### src/rtl/axi_rd_arbiter.sv
// Two-requester AXI4 read-channel arbiter: instruction fetch (ic) and data load (dc)
// share one AR/R pair, one transaction outstanding, DC priority with IC anti-starvation.
module axi_rd_arbiter #(
  parameter int         STARVE_LIMIT = 4,
  parameter logic [3:0] IC_ID        = 4'd0,
  parameter logic [3:0] DC_ID        = 4'd1
) (
  input  logic        aclk,
  input  logic        aresetn,
  input  logic        ic_arvalid,
  output logic        ic_arready,
  input  logic [31:0] ic_araddr,
  input  logic [7:0]  ic_arlen,
  output logic        ic_rvalid,
  output logic [31:0] ic_rdata,
  output logic        ic_rlast,
  output logic [1:0]  ic_rresp,
  input  logic        dc_arvalid,
  output logic        dc_arready,
  input  logic [31:0] dc_araddr,
  input  logic [7:0]  dc_arlen,
  output logic        dc_rvalid,
  output logic [31:0] dc_rdata,
  output logic        dc_rlast,
  output logic [1:0]  dc_rresp,
  output logic        m_arvalid,
  input  logic        m_arready,
  output logic [31:0] m_araddr,
  output logic [7:0]  m_arlen,
  output logic [2:0]  m_arsize,
  output logic [1:0]  m_arburst,
  output logic [3:0]  m_arid,
  input  logic        m_rvalid,
  output logic        m_rready,
  input  logic [31:0] m_rdata,
  input  logic        m_rlast,
  input  logic [1:0]  m_rresp
);

  localparam int              SW         = $clog2(STARVE_LIMIT + 1);
  localparam logic [SW-1:0]   STARVE_MAX = SW'(STARVE_LIMIT);

  typedef enum logic [1:0] {
    IDLE = 2'd0,
    ADDR = 2'd1,
    DATA = 2'd2
  } state_t;

  state_t        state;
  logic          own;
  logic [SW-1:0] starve;

  // DC wins ties until IC has been passed over STARVE_LIMIT times in a row.
  logic dc_wins;
  assign dc_wins = dc_arvalid && (!ic_arvalid || (starve != STARVE_MAX));

  // Arbitration FSM; m_arvalid and m_rready are registered alongside the state.
  always_ff @(posedge aclk) begin
    if (!aresetn) begin
      state     <= IDLE;
      own       <= 1'b0;
      starve    <= '0;
      m_arvalid <= 1'b0;
      m_rready  <= 1'b0;
    end else begin
      case (state)
        IDLE: begin
          if (dc_wins) begin
            own       <= 1'b1;
            state     <= ADDR;
            m_arvalid <= 1'b1;
            if (ic_arvalid) begin
              starve <= starve + SW'(1);
            end
          end else if (ic_arvalid) begin
            own       <= 1'b0;
            starve    <= '0;
            state     <= ADDR;
            m_arvalid <= 1'b1;
          end
        end
        ADDR: begin
          if (m_arready) begin
            state     <= DATA;
            m_arvalid <= 1'b0;
            m_rready  <= 1'b1;
          end
        end
        DATA: begin
          if (m_rvalid && m_rlast) begin
            state    <= IDLE;
            m_rready <= 1'b0;
          end
        end
        default: begin
          state     <= IDLE;
          m_arvalid <= 1'b0;
          m_rready  <= 1'b0;
        end
      endcase
    end
  end

  assign m_araddr  = own ? dc_araddr : ic_araddr;
  assign m_arlen   = own ? dc_arlen  : ic_arlen;
  assign m_arid    = own ? DC_ID     : IC_ID;
  assign m_arsize  = 3'b010;
  assign m_arburst = 2'b01;

  assign ic_arready = m_arvalid && !own && m_arready;
  assign dc_arready = m_arvalid &&  own && m_arready;

  // Requesters cannot stall, so beats are steered by owner only.
  assign ic_rvalid = m_rready && !own && m_rvalid;
  assign dc_rvalid = m_rready &&  own && m_rvalid;

  assign ic_rdata = m_rdata;
  assign ic_rlast = m_rlast;
  assign ic_rresp = m_rresp;
  assign dc_rdata = m_rdata;
  assign dc_rlast = m_rlast;
  assign dc_rresp = m_rresp;

endmodule

### config.mk
export PLATFORM = sky130hd
export DESIGN_NAME = axi_rd_arbiter
export DESIGN_NICKNAME = d
export VERILOG_FILES = /design/src/rtl/axi_rd_arbiter.sv
export SDC_FILE = /design/constraint.sdc
export NUM_CORES = 1
export LEC_CHECK = 0
export BUFFER_PORTS_ARGS = -buffer_cell sky130_fd_sc_hd__buf_4
export CAP_MARGIN = 0
export CORE_AREA = 3 3 94 96
export CTS_CLUSTER_SIZE = 30
export DETAILED_ROUTE_END_ITERATION = 8
export DIE_AREA = 0 0 97 99
export GPL_ROUTABILITY_DRIVEN = 0
export PLACE_DENSITY = 0.6
export SLEW_MARGIN = 10
export SYNTH_ARGS = -nofsm -noshare
export SYNTH_HDL_FRONTEND = slang
export SYNTH_SLANG_ARGS = --single-unit
### constraint.sdc
create_clock -name aclk -period 2.6 [get_ports aclk]
set_input_delay 0.78 -clock aclk [delete_from_list [all_inputs] [get_ports aclk]]
set_output_delay 0.78 -clock aclk [all_outputs]
set_load 0.1 [all_outputs]
==> results.py <==
metrics = {
    "status": {
        "status": "finished, final reports clean",
    },
    "yosys": {
        "ys_seq_area_frac": 0.106,
        "synth_top_area_share": 0.392,
        "synth_top_area_cell": "buf_4",
        "synth_ff_type": "dfxtp_1",
        "synth_edf_count": 0,
        "netlist_instances": 178,
        "ys_warn_count": 0,
        "syn_area_um2": 1510,
        "synthDistinctLibCells": 27,
        "synth_seq_cells": 8,
        "synth_area_leaders": "buf_4 (39%), mux2_2 (30%), dfxtp_1 (11%)",
        "async_flop_share": 0,
        "syn_avg_cell_area_um2": 8.49,
    },
    "timing": {
        "period_needed_ns": 2.28,
        "setup_slack_ns": 0.324,
        "whs_ns": 0.487,
        "setup_tns_ns": 0,
        "finalSetupViolCount": 0,
        "finalHoldViolCount": 0,
        "period_share": 0.875,
        "rsz0062_at_grt": "no",
        "max_freq_mhz": 439,
        "fin_worst_skew_ns": 0.000274,
        "slew_violations": 0,
    },
    "placement": {
        "portBuffers": 135,
        "place.detailed.hpwl_um": 3810,
        "dpl_cell_area_um2": 2080,
        "dp_worst_setup_slack_ns": 0.420,
    },
    "global_routing": {
        "grt_antenna_before_repair": 0,
        "track_usage": 0.0787,
        "grt_pass1_vias": 1323,
        "overflow": 0,
        "grt_pass1_wl_um": 6280,
        "grt_max_degree": 27,
    },
    "power_and_ir_drop": {
        "intPower_w": 0.000485,
        "power_frac_comb": 0.761,
        "power_w": 0.00123,
        "power_density_nw_per_um2": 580,
        "switching_power_w": 0.000747,
        "p_sw_frac": 0.606,
        "power_leakage_nw": 1.02,
        "pwr-share-clk": 0.120,
        "ir_drop_mv": 0.227,
        "power_frac_seq": 0.119,
    },
    "hold_path": {
        "min_to": "starve[0]",
        "hold_path.class": "reg -> reg",
        "worstHoldStart": "starve[0]",
        "hold-path-cell-count": 2,
    },
    "cts": {
        "numCtsBuffers": 3,
        "hold_buffers": 0,
        "htreeDepth": 1,
        "clkSinkCount": 8,
        "clkLatencyLatePin_ns": 0.22,
        "cts_tree": "done",
        "cts-root-buf": "clkbuf_8",
        "clock_path_buffers": 2,
        "cts_setup_buffers": 0,
        "path_clk_slew_ns": 0.04,
        "cts-resized-gates": 0,
    },
    "setup_path": {
        "worstSetupPathType": "reg -> out",
        "endpoint_kind": "output pin",
        "critical-path-top-delay-family": "buffers and inverters",
        "slowest_stage": "mux2_2",
        "r2r_cells": 3,
        "cpMostUsedCell": "buf_4",
        "rr_endpoint": "starve[2]",
        "start_kind": "flip-flop",
        "critPathRequiredTime_ns": 1.82,
        "r2r_slack_ns": 1.42,
        "cp.arrival_ns": 1.50,
        "cp_max_fo": 26,
        "worst-path-buf-inv": 2,
        "max_stage_delay_ns": 0.39,
        "regToRegStartpoint": "state[0]",
        "crit_chain": "buf_4 -> mux2_2 -> buf_4",
    },
    "route": {
        "wirelength_um": 4320,
        "viasPerCell": 3.81,
        "dr.pass1.iters": 3,
        "vias": 1312,
        "wl_per_cell_um": 12.6,
        "drt-initial-drc-count": 32,
        "drc": 0,
        "drtAntennaViolNets": 0,
    },
    "floorplanning": {
        "coreArea_um2": 8130,
        "io_pins": 246,
        "fp.dieH_um": 99,
        "die_area_um2": 9600,
        "core.rowCount": 33,
        "initial_utilization": 0.186,
        "die_x_um": 97,
    },
    "cells_and_area": {
        "diodes": 0,
        "register_area_um2": 161,
        "nNetsFinal": 364,
        "multi_input_area_um2": 747,
        "fillers": 889,
        "syn_to_final_growth_pct": 40.6,
        "fin_area_um2": 2120,
        "drive_above_1_share": 0.787,
    },
    "job": {
        "maxCapViolations": 0,
    },
}
-- power by group through the flow --
stage                     Combinational (W)  Sequential (W)  Clock [W]
after global placement             0.000938        0.000148          0
after CTS                          0.000944        0.000147   0.000154
after detailed placement           0.000943        0.000149          0
after floorplan                     0.00120        0.000174          0
final                              0.000938        0.000147   0.000148
after global routing               0.000968        0.000149   0.000166
-- cell type report --
class                      count  share of cell area
sequential                     8              0.0760
timing repair buffer         137               0.484
tap                          105              0.0618
clock buffer                   3              0.0194
multi-input combinational     87               0.352
inverter                       4             0.00707
-- logic make-up (layout without fill, tap and decap cells) --
kind of cell | Yosys count | after routing | share of synthesized area
compound gates | 12 | 12 | 0.0588
fa+ha+maj | 2 | 2 | 0.0166
buf+inv | 89 | 144 | 0.426
flops | 8 | 8 | 0.106
mux | 40 | 40 | 0.298
other cells | 2 | 8 | 0.00497
simple gates | 25 | 25 | 0.0894
-- sequential cells by signal (all words and copies together), names as in the netlist --
name and cells:
m_arvalid 1, m_rready 1, own 1, state 2, starve 3
-- per-stage QoR --
step / instances / utilization
2_1_floorplan: 184 / -
3_3_place_gp: 341 / 0.256
3_5_place_dp: 341 / 0.256
4_1_cts: 344 / 0.261
5_1_grt: 344 / 0.261
6_report: 344 / 0.261
-- worst min-delay path: stages (launching register included) --
cell      delay [ns]
dfxtp_1         0.31
nand2_1         0.06
a21boi_0        0.06
-- cell usage in the layout, fill, tap and decap left out --
cell	instances
a21boi_0	3
a21oi_1	3
a32o_1	1
a32oi_1	1
and2_1	1
and3_2	2
buf_4	137
clkbuf_8	3
conb_1	8
dfxtp_1	7
dfxtp_2	1
ha_1	2
inv_1	4
mux2_2	40
nand2_1	8
nand3_1	1
nand4_1	2
nand4b_1	1
nor2_1	2
nor2_4	2
nor2b_1	2
nor3b_1	2
o211ai_2	1
o21ai_1	1
o22ai_1	1
o2bb2ai_1	1
or2_2	1
or3b_4	1
-- synth_stat cells (all sizes together) (2+ instances only) --
library cell / number
buf: 85
mux2: 40
dfxtp: 8
nand2: 8
inv: 4
nor2: 4
a21boi: 3
a21oi: 3
and3: 2
conb: 2
ha: 2
nand4: 2
nor2b: 2
nor3b: 2
-- metal layers --
| metal | GRT usage | vias up | part of all wire |
|---|---|---|---|
| li1 | - | 632 | - |
| met1 | 0.0921 | 584 | 0.37 |
| met2 | 0.136 | 88 | 0.52 |
| met3 | 0.0311 | 8 | 0.11 |
| met4 | 0.0162 | 0 | 0.0067 |
| met5 | 0 | - | 0 |
-- worst max-delay path by stage --
stage / start / endpoint / slack [ns] / depth (start not counted)
floorplan: m_rready / ic_rvalid / 0.11 / 2
CTS: own / m_araddr[11] / 0.31 / 3
detailed placement: dc_araddr[13] / m_araddr[13] / 0.42 / 3
finish: own / m_araddr[11] / 0.32 / 3
global route: own / m_araddr[11] / 0.25 / 3
global placement: dc_araddr[13] / m_araddr[13] / 0.42 / 3
(Power assumes the default switching activity.)
